`src/rtl/mul8_acc_pkg.sv`:
```
// Shared types and constants for the mul8 product accumulator stage.
// Optional build macro MUL8_ACC_SAT_EN (saturating accumulate) is consumed by mul8_acc_add.
package mul8_acc_pkg;

   localparam int DEF_LEN   = 16;
   localparam int DEF_ACC_W = 24;
   localparam int PROD_W    = 16;

   typedef enum logic [1:0] {
      ST_IDLE = 2'd0,
      ST_ACC  = 2'd1,
      ST_HOLD = 2'd2
   } acc_state_e;

endpackage

```
`src/rtl/mul8_acc_add.sv`:
```
// Combinational accumulate step: adds a product to the running sum and tracks group overflow.
// Define MUL8_ACC_SAT_EN to clamp the sum at all-ones on carry-out instead of wrapping.
module mul8_acc_add
   import mul8_acc_pkg::*;
#(
   parameter int ACC_W = DEF_ACC_W
) (
   input  logic [ACC_W-1:0]  acc,
   input  logic              ovf,
   input  logic              start,
   input  logic [PROD_W-1:0] prod,
   output logic [ACC_W-1:0]  sum,
   output logic              sum_ovf
);

   logic [ACC_W-1:0] base;
   logic [ACC_W:0]   raw;
   logic             carry;

   // A new group starts from zero with a clean overflow flag.
   assign base    = start ? '0 : acc;
   assign raw     = {1'b0, base} + {{(ACC_W + 1 - PROD_W){1'b0}}, prod};
   assign carry   = raw[ACC_W];
   assign sum_ovf = (ovf && !start) || carry;

`ifdef MUL8_ACC_SAT_EN
   // Once clamped, any further add carries again, so the sum stays pinned.
   assign sum = carry ? {ACC_W{1'b1}} : raw[ACC_W-1:0];
`else
   assign sum = raw[ACC_W-1:0];
`endif

endmodule

```
`src/rtl/mul8_acc_stage.sv`:
```
// Groups LEN unsigned 16-bit products into one ACC_W-bit sum with a sticky overflow flag.
// Build macro MUL8_ACC_SAT_EN selects saturating instead of wrapping accumulation.
module mul8_acc_stage
   import mul8_acc_pkg::*;
#(
   parameter int LEN   = DEF_LEN,
   parameter int ACC_W = DEF_ACC_W
) (
   input  logic              clk,
   input  logic              rst_n,
   input  logic              in_valid,
   output logic              in_ready,
   input  logic [PROD_W-1:0] in_prod,
   output logic              out_valid,
   input  logic              out_ready,
   output logic [ACC_W-1:0]  out_sum,
   output logic              out_ovf
);

   localparam int              CNT_W = $clog2(LEN + 1);
   localparam logic [CNT_W-1:0] LAST = CNT_W'(LEN - 1);

   acc_state_e       state, state_nxt;
   logic [CNT_W-1:0] cnt;
   logic [ACC_W-1:0] acc, add_sum;
   logic             acc_ovf, add_ovf;
   logic             take, last_beat, start;

   // Handshake flags come straight from the state register.
   assign in_ready  = (state != ST_HOLD);
   assign out_valid = (state == ST_HOLD);
   assign take      = in_valid && in_ready;
   assign last_beat = take && (cnt == LAST);
   assign start     = (state == ST_IDLE);

   mul8_acc_add #(.ACC_W(ACC_W)) u_add (
      .acc     (acc),
      .ovf     (acc_ovf),
      .start   (start),
      .prod    (in_prod),
      .sum     (add_sum),
      .sum_ovf (add_ovf)
   );

   always_ff @(posedge clk or negedge rst_n) begin
      if (!rst_n) state <= ST_IDLE;
      else        state <= state_nxt;
   end

   always_comb begin
      state_nxt = state;
      case (state)
         ST_IDLE: if (take) state_nxt = last_beat ? ST_HOLD : ST_ACC;
         ST_ACC:  if (last_beat) state_nxt = ST_HOLD;
         ST_HOLD: if (out_ready) state_nxt = ST_IDLE;
         default: state_nxt = ST_IDLE;
      endcase
   end

   always_ff @(posedge clk or negedge rst_n) begin
      if (!rst_n) begin
         cnt     <= '0;
         acc     <= '0;
         acc_ovf <= 1'b0;
         out_sum <= '0;
         out_ovf <= 1'b0;
      end else if (take) begin
         acc     <= add_sum;
         acc_ovf <= add_ovf;
         if (last_beat) begin
            cnt     <= '0;
            out_sum <= add_sum;
            out_ovf <= add_ovf;
         end else begin
            cnt <= cnt + 1'b1;
         end
      end
   end

endmodule

```
`config.mk`:
```
export PLATFORM = sky130hd
export DESIGN_NAME = mul8_acc_stage
export DESIGN_NICKNAME = d
export VERILOG_FILES = /design/src/rtl/mul8_acc_pkg.sv /design/src/rtl/mul8_acc_add.sv /design/src/rtl/mul8_acc_stage.sv
export SDC_FILE = /design/constraint.sdc
export NUM_CORES = 1
export LEC_CHECK = 0
export ABC_AREA = 1
export ABC_CLOCK_PERIOD_IN_PS = 2600
export BUFFER_PORTS_ARGS = -buffer_cell sky130_fd_sc_hd__buf_2
export CAP_MARGIN = 10
export CORE_MARGIN = 2
export CORE_UTILIZATION = 53
export CTS_BUF_LIST = sky130_fd_sc_hd__clkbuf_16
export DETAILED_ROUTE_END_ITERATION = 12
export PLACE_DENSITY = 0.74
export SYNTH_ARGS = -nofsm -noshare
export SYNTH_HDL_FRONTEND = slang
export SYNTH_SLANG_ARGS = --single-unit
```
`constraint.sdc`:
```
create_clock -name clk -period 2.6 [get_ports clk]
set_input_delay 0.52 -clock clk [delete_from_list [all_inputs] [get_ports clk]]
set_output_delay 0.52 -clock clk [all_outputs]
set_load 0.03 [all_outputs]
```
==> impl_metrics.yaml <==
timing:
  max-slew-margin-rel: 0.5904
  finalSetupTns_ns: 0
  min_period_ns: 2.404
  slew_violations: 0
  fin_skew_ns: 0.008696
  finalHoldViolCount: 0
  max_freq_mhz: 416.0
  rsz0062_at_grt: "false"
  setup-violations-final: 0
  fin_crit_sh: 0.9246
  tightest_slew_ns: 0.6144
global_routing:
  grt_overflow_total: 0
  grt.total_usage: 0.2458
  grt_antenna_before_repair: 0
  grt_start_max_net_pins: 35
  grt_pass1_vias: 3392
  grt_first_pass_wirelength_um: 14640
route:
  routed_via_density: 5.221
  vias: 3420
  wl_per_cell_um: 12.72
  finalWirelength_um: 8332
  drtIter0Drc: 159
  drc: 0
  drtPass1Iterations: 5
  antenna_left: 0
final_layout:
  drive_above_1_share: 0.1426
  n_antenna_cell: 0
  final_cell_mix: "187 x nand2_1, 66 x inv_1, 57 x dfrtp_1"
  final_common_cell: "nand2_1"
  syn_to_final_growth_pct: 16.49
  stdcell_area_um2: 4215
  finish.utilization: 0.6309
  nNetsFinal: 610
setup_path:
  reg2reg_from: "state[0]$_DFFE_PN0P_"
  cp-endpoint: "acc[10]$_DFFE_PN0P_"
  critPathRequiredTime_ns: 2.79
  worstSetupPathType: "reg -> reg"
  r2r.worst_path.cells: 13
  critPathLaunch: "state[0]$_DFFE_PN0P_"
  r2r_end: "acc[10]$_DFFE_PN0P_"
  endpoint_kind: "flop"
  rrSetupSlack_ns: 0.20
  start_kind: "flop"
  worstPathArrival_ns: 2.60
  worst-path-max-fanout: 4
clock_tree:
  cts_buffer_depth: 2
  postCtsSetupBuffers: 0
  path_clk_slew_ns: 0.05
  cts_made_buffers: 9
  ctsHoldBuffers: 0
  root_buffer: "clkbuf_16"
  tritoncts: "yes"
  clkSinkCount: 57
  htreeDepth: 3
  insertion_delay_ns: 0.33
power:
  p_leak_nw: 2.366
  switching_share: 0.4571
  ir_worst_vdd_mv: 0.6002
  pwr-share-clk: 0.201
  pwr-share-seq: 0.276
  power_density_nw_per_um2: 1293
  cell_internal_pwr_mw: 2.959
  pwr-share-comb: 0.523
  p_switching_mw: 2.492
  finalPower_mw: 5.451
synthesis:
  avgSynthCellArea_um2: 6.932
  syn_area_um2: 3618
  syn_inst: 522
  ys_ff_latch: 57
  synth_top_area_cell: "dfrtp_1"
  synth.area.top_cells: "dfrtp_1 39%, nand2_1 19%, inv_1 6.8%, ha_1 6.2%, nand3_1 5.5%"
  netlist.area_leader.share: 0.3942
  synth-seq-area-share: 0.3942
  ys.warnings.count: 0
  syn-num-nets: 561
  yosysUniqueCellTypes: 29
die:
  die_h_um: 86.63
  fp.coreArea_um2: 6681
  rows: 30
  die-area_um2: 7504
  start_util: 0.5416
  io_pins: 47
  fp.dieW_um: 86.63
run_status:
  status: "finished, final reports clean"
placed_design:
  placed_cell_area_um2: 3928
  io_buffers: 46
  gp_congestion: 0.9712
  hpwl_um: 6212
min_path:
  hold_class: "in -> async"
flow_run:
  drv_cap: 0
==> area by class of cell <==
type / instances / area [um2]
clock buffer: 9 / 225.2
timing repair buffer: 51 / 284.0
inverter: 71 / 266.5
multi-input combinational: 381 / 1863
tap: 80 / 100.1
sequential: 57 / 1426
clock inverter: 6 / 50.05
fill: 635 / 2466
==> timing repair <==
item | CTS | global route
hold endpoints to repair | 0 | 0
resized for setup | 0 | 3
endpoints found under the setup margin | 0 | 13
==> synthesized netlist by cell type (all sizes together) <==
cell type and count:
nand2 191, inv 71, nor2 58, dfrtp 57, nand3 41, o21ai 24, ha 18, a21oi 14
buf 9, xnor2 7, nor3 6, clkbuf 4, nand4 4, xor2 4, o21bai 3, o22ai 3
nand3b 2, and2 1, fa 1, mux2i 1, nor4 1, o211ai 1, or2 1
==> cells by family after synthesis <==
kind of cell,after synthesis,share of synthesized area
multiplexers,1,0.002766
buffers and inverters,84,0.09336
AO/OA/AOI/OAI,45,0.06605
flip-flops,57,0.3942
AND/OR/NAND/NOR,305,0.3492
adder cells (fa/ha/maj),19,0.06777
XOR/XNOR,11,0.02662
==> power groups by stage <==
stage	Combinational (mW)	Sequential (mW)	Clock (mW)
6_report	2.85	1.50	1.09
5_1_grt	3.26	1.55	1.15
4_1_cts	2.84	1.50	1.11
3_5_place_dp	2.82	1.51	0
3_3_place_gp	2.76	1.50	0
2_1_floorplan	1.81	1.84	0
==> worst min path at each step <==
| stage | from | to | slack (ns) | depth (start not counted) |
|---|---|---|---|---|
| floorplan | rst_n | acc[0]$_DFFE_PN0P_ | 0.22 | 0 |
| CTS | rst_n | out_sum[5]$_DFFE_PN0P_ | 0.23 | 1 |
| global placement | out_sum[2]$_DFFE_PN0P_ | out_sum[2]$_DFFE_PN0P_ | 0.45 | 2 |
| finish | rst_n | out_sum[5]$_DFFE_PN0P_ | 0.21 | 1 |
| detailed placement | out_sum[2]$_DFFE_PN0P_ | out_sum[2]$_DFFE_PN0P_ | 0.46 | 2 |
| global route | rst_n | out_sum[5]$_DFFE_PN0P_ | 0.25 | 1 |
==> critical path: stages, from the launching register on <==
cell	delay [ns]
dfrtp_1	0.44
nor2_4	0.15
nor2_1	0.06
ha_1	0.20
fa_1	0.41
nand2_1	0.09
nand3_1	0.09
nand3_1	0.12
nand2_1	0.10
nand2_1	0.10
nand2_1	0.10
or2_2	0.30
nand3_1	0.07
o21ai_0	0.07
==> flip-flops by register name, summed over array words and instances, names as in the netlist <==
name / flops
out_ovf: 1
state: 2
cnt: 5
acc: 24
acc_ovf: 1
out_sum: 24
==> per-stage QoR <==
| stage | cells | hold slack [ns] | setup WS, ns |
|---|---|---|---|
| after detailed placement | 640 | 0.4596 | 0.1567 |
| after global placement | 640 | 0.4501 | 0.1935 |
| after floorplan | 522 | 0.2244 | 0.02707 |
| after CTS | 655 | 0.2319 | 0.1349 |
| after global routing | 655 | 0.2547 | 0.02622 |
| final | 655 | 0.2091 | 0.1961 |
==> layer usage <==
layer,GRT usage,share of wire
met2,0.4119,0.47
met3,0.05429,0.050
met4,0.1094,0.021
met5,0,0
met1,0.3032,0.46
Note: power is estimated with default switching activity, not from simulation.
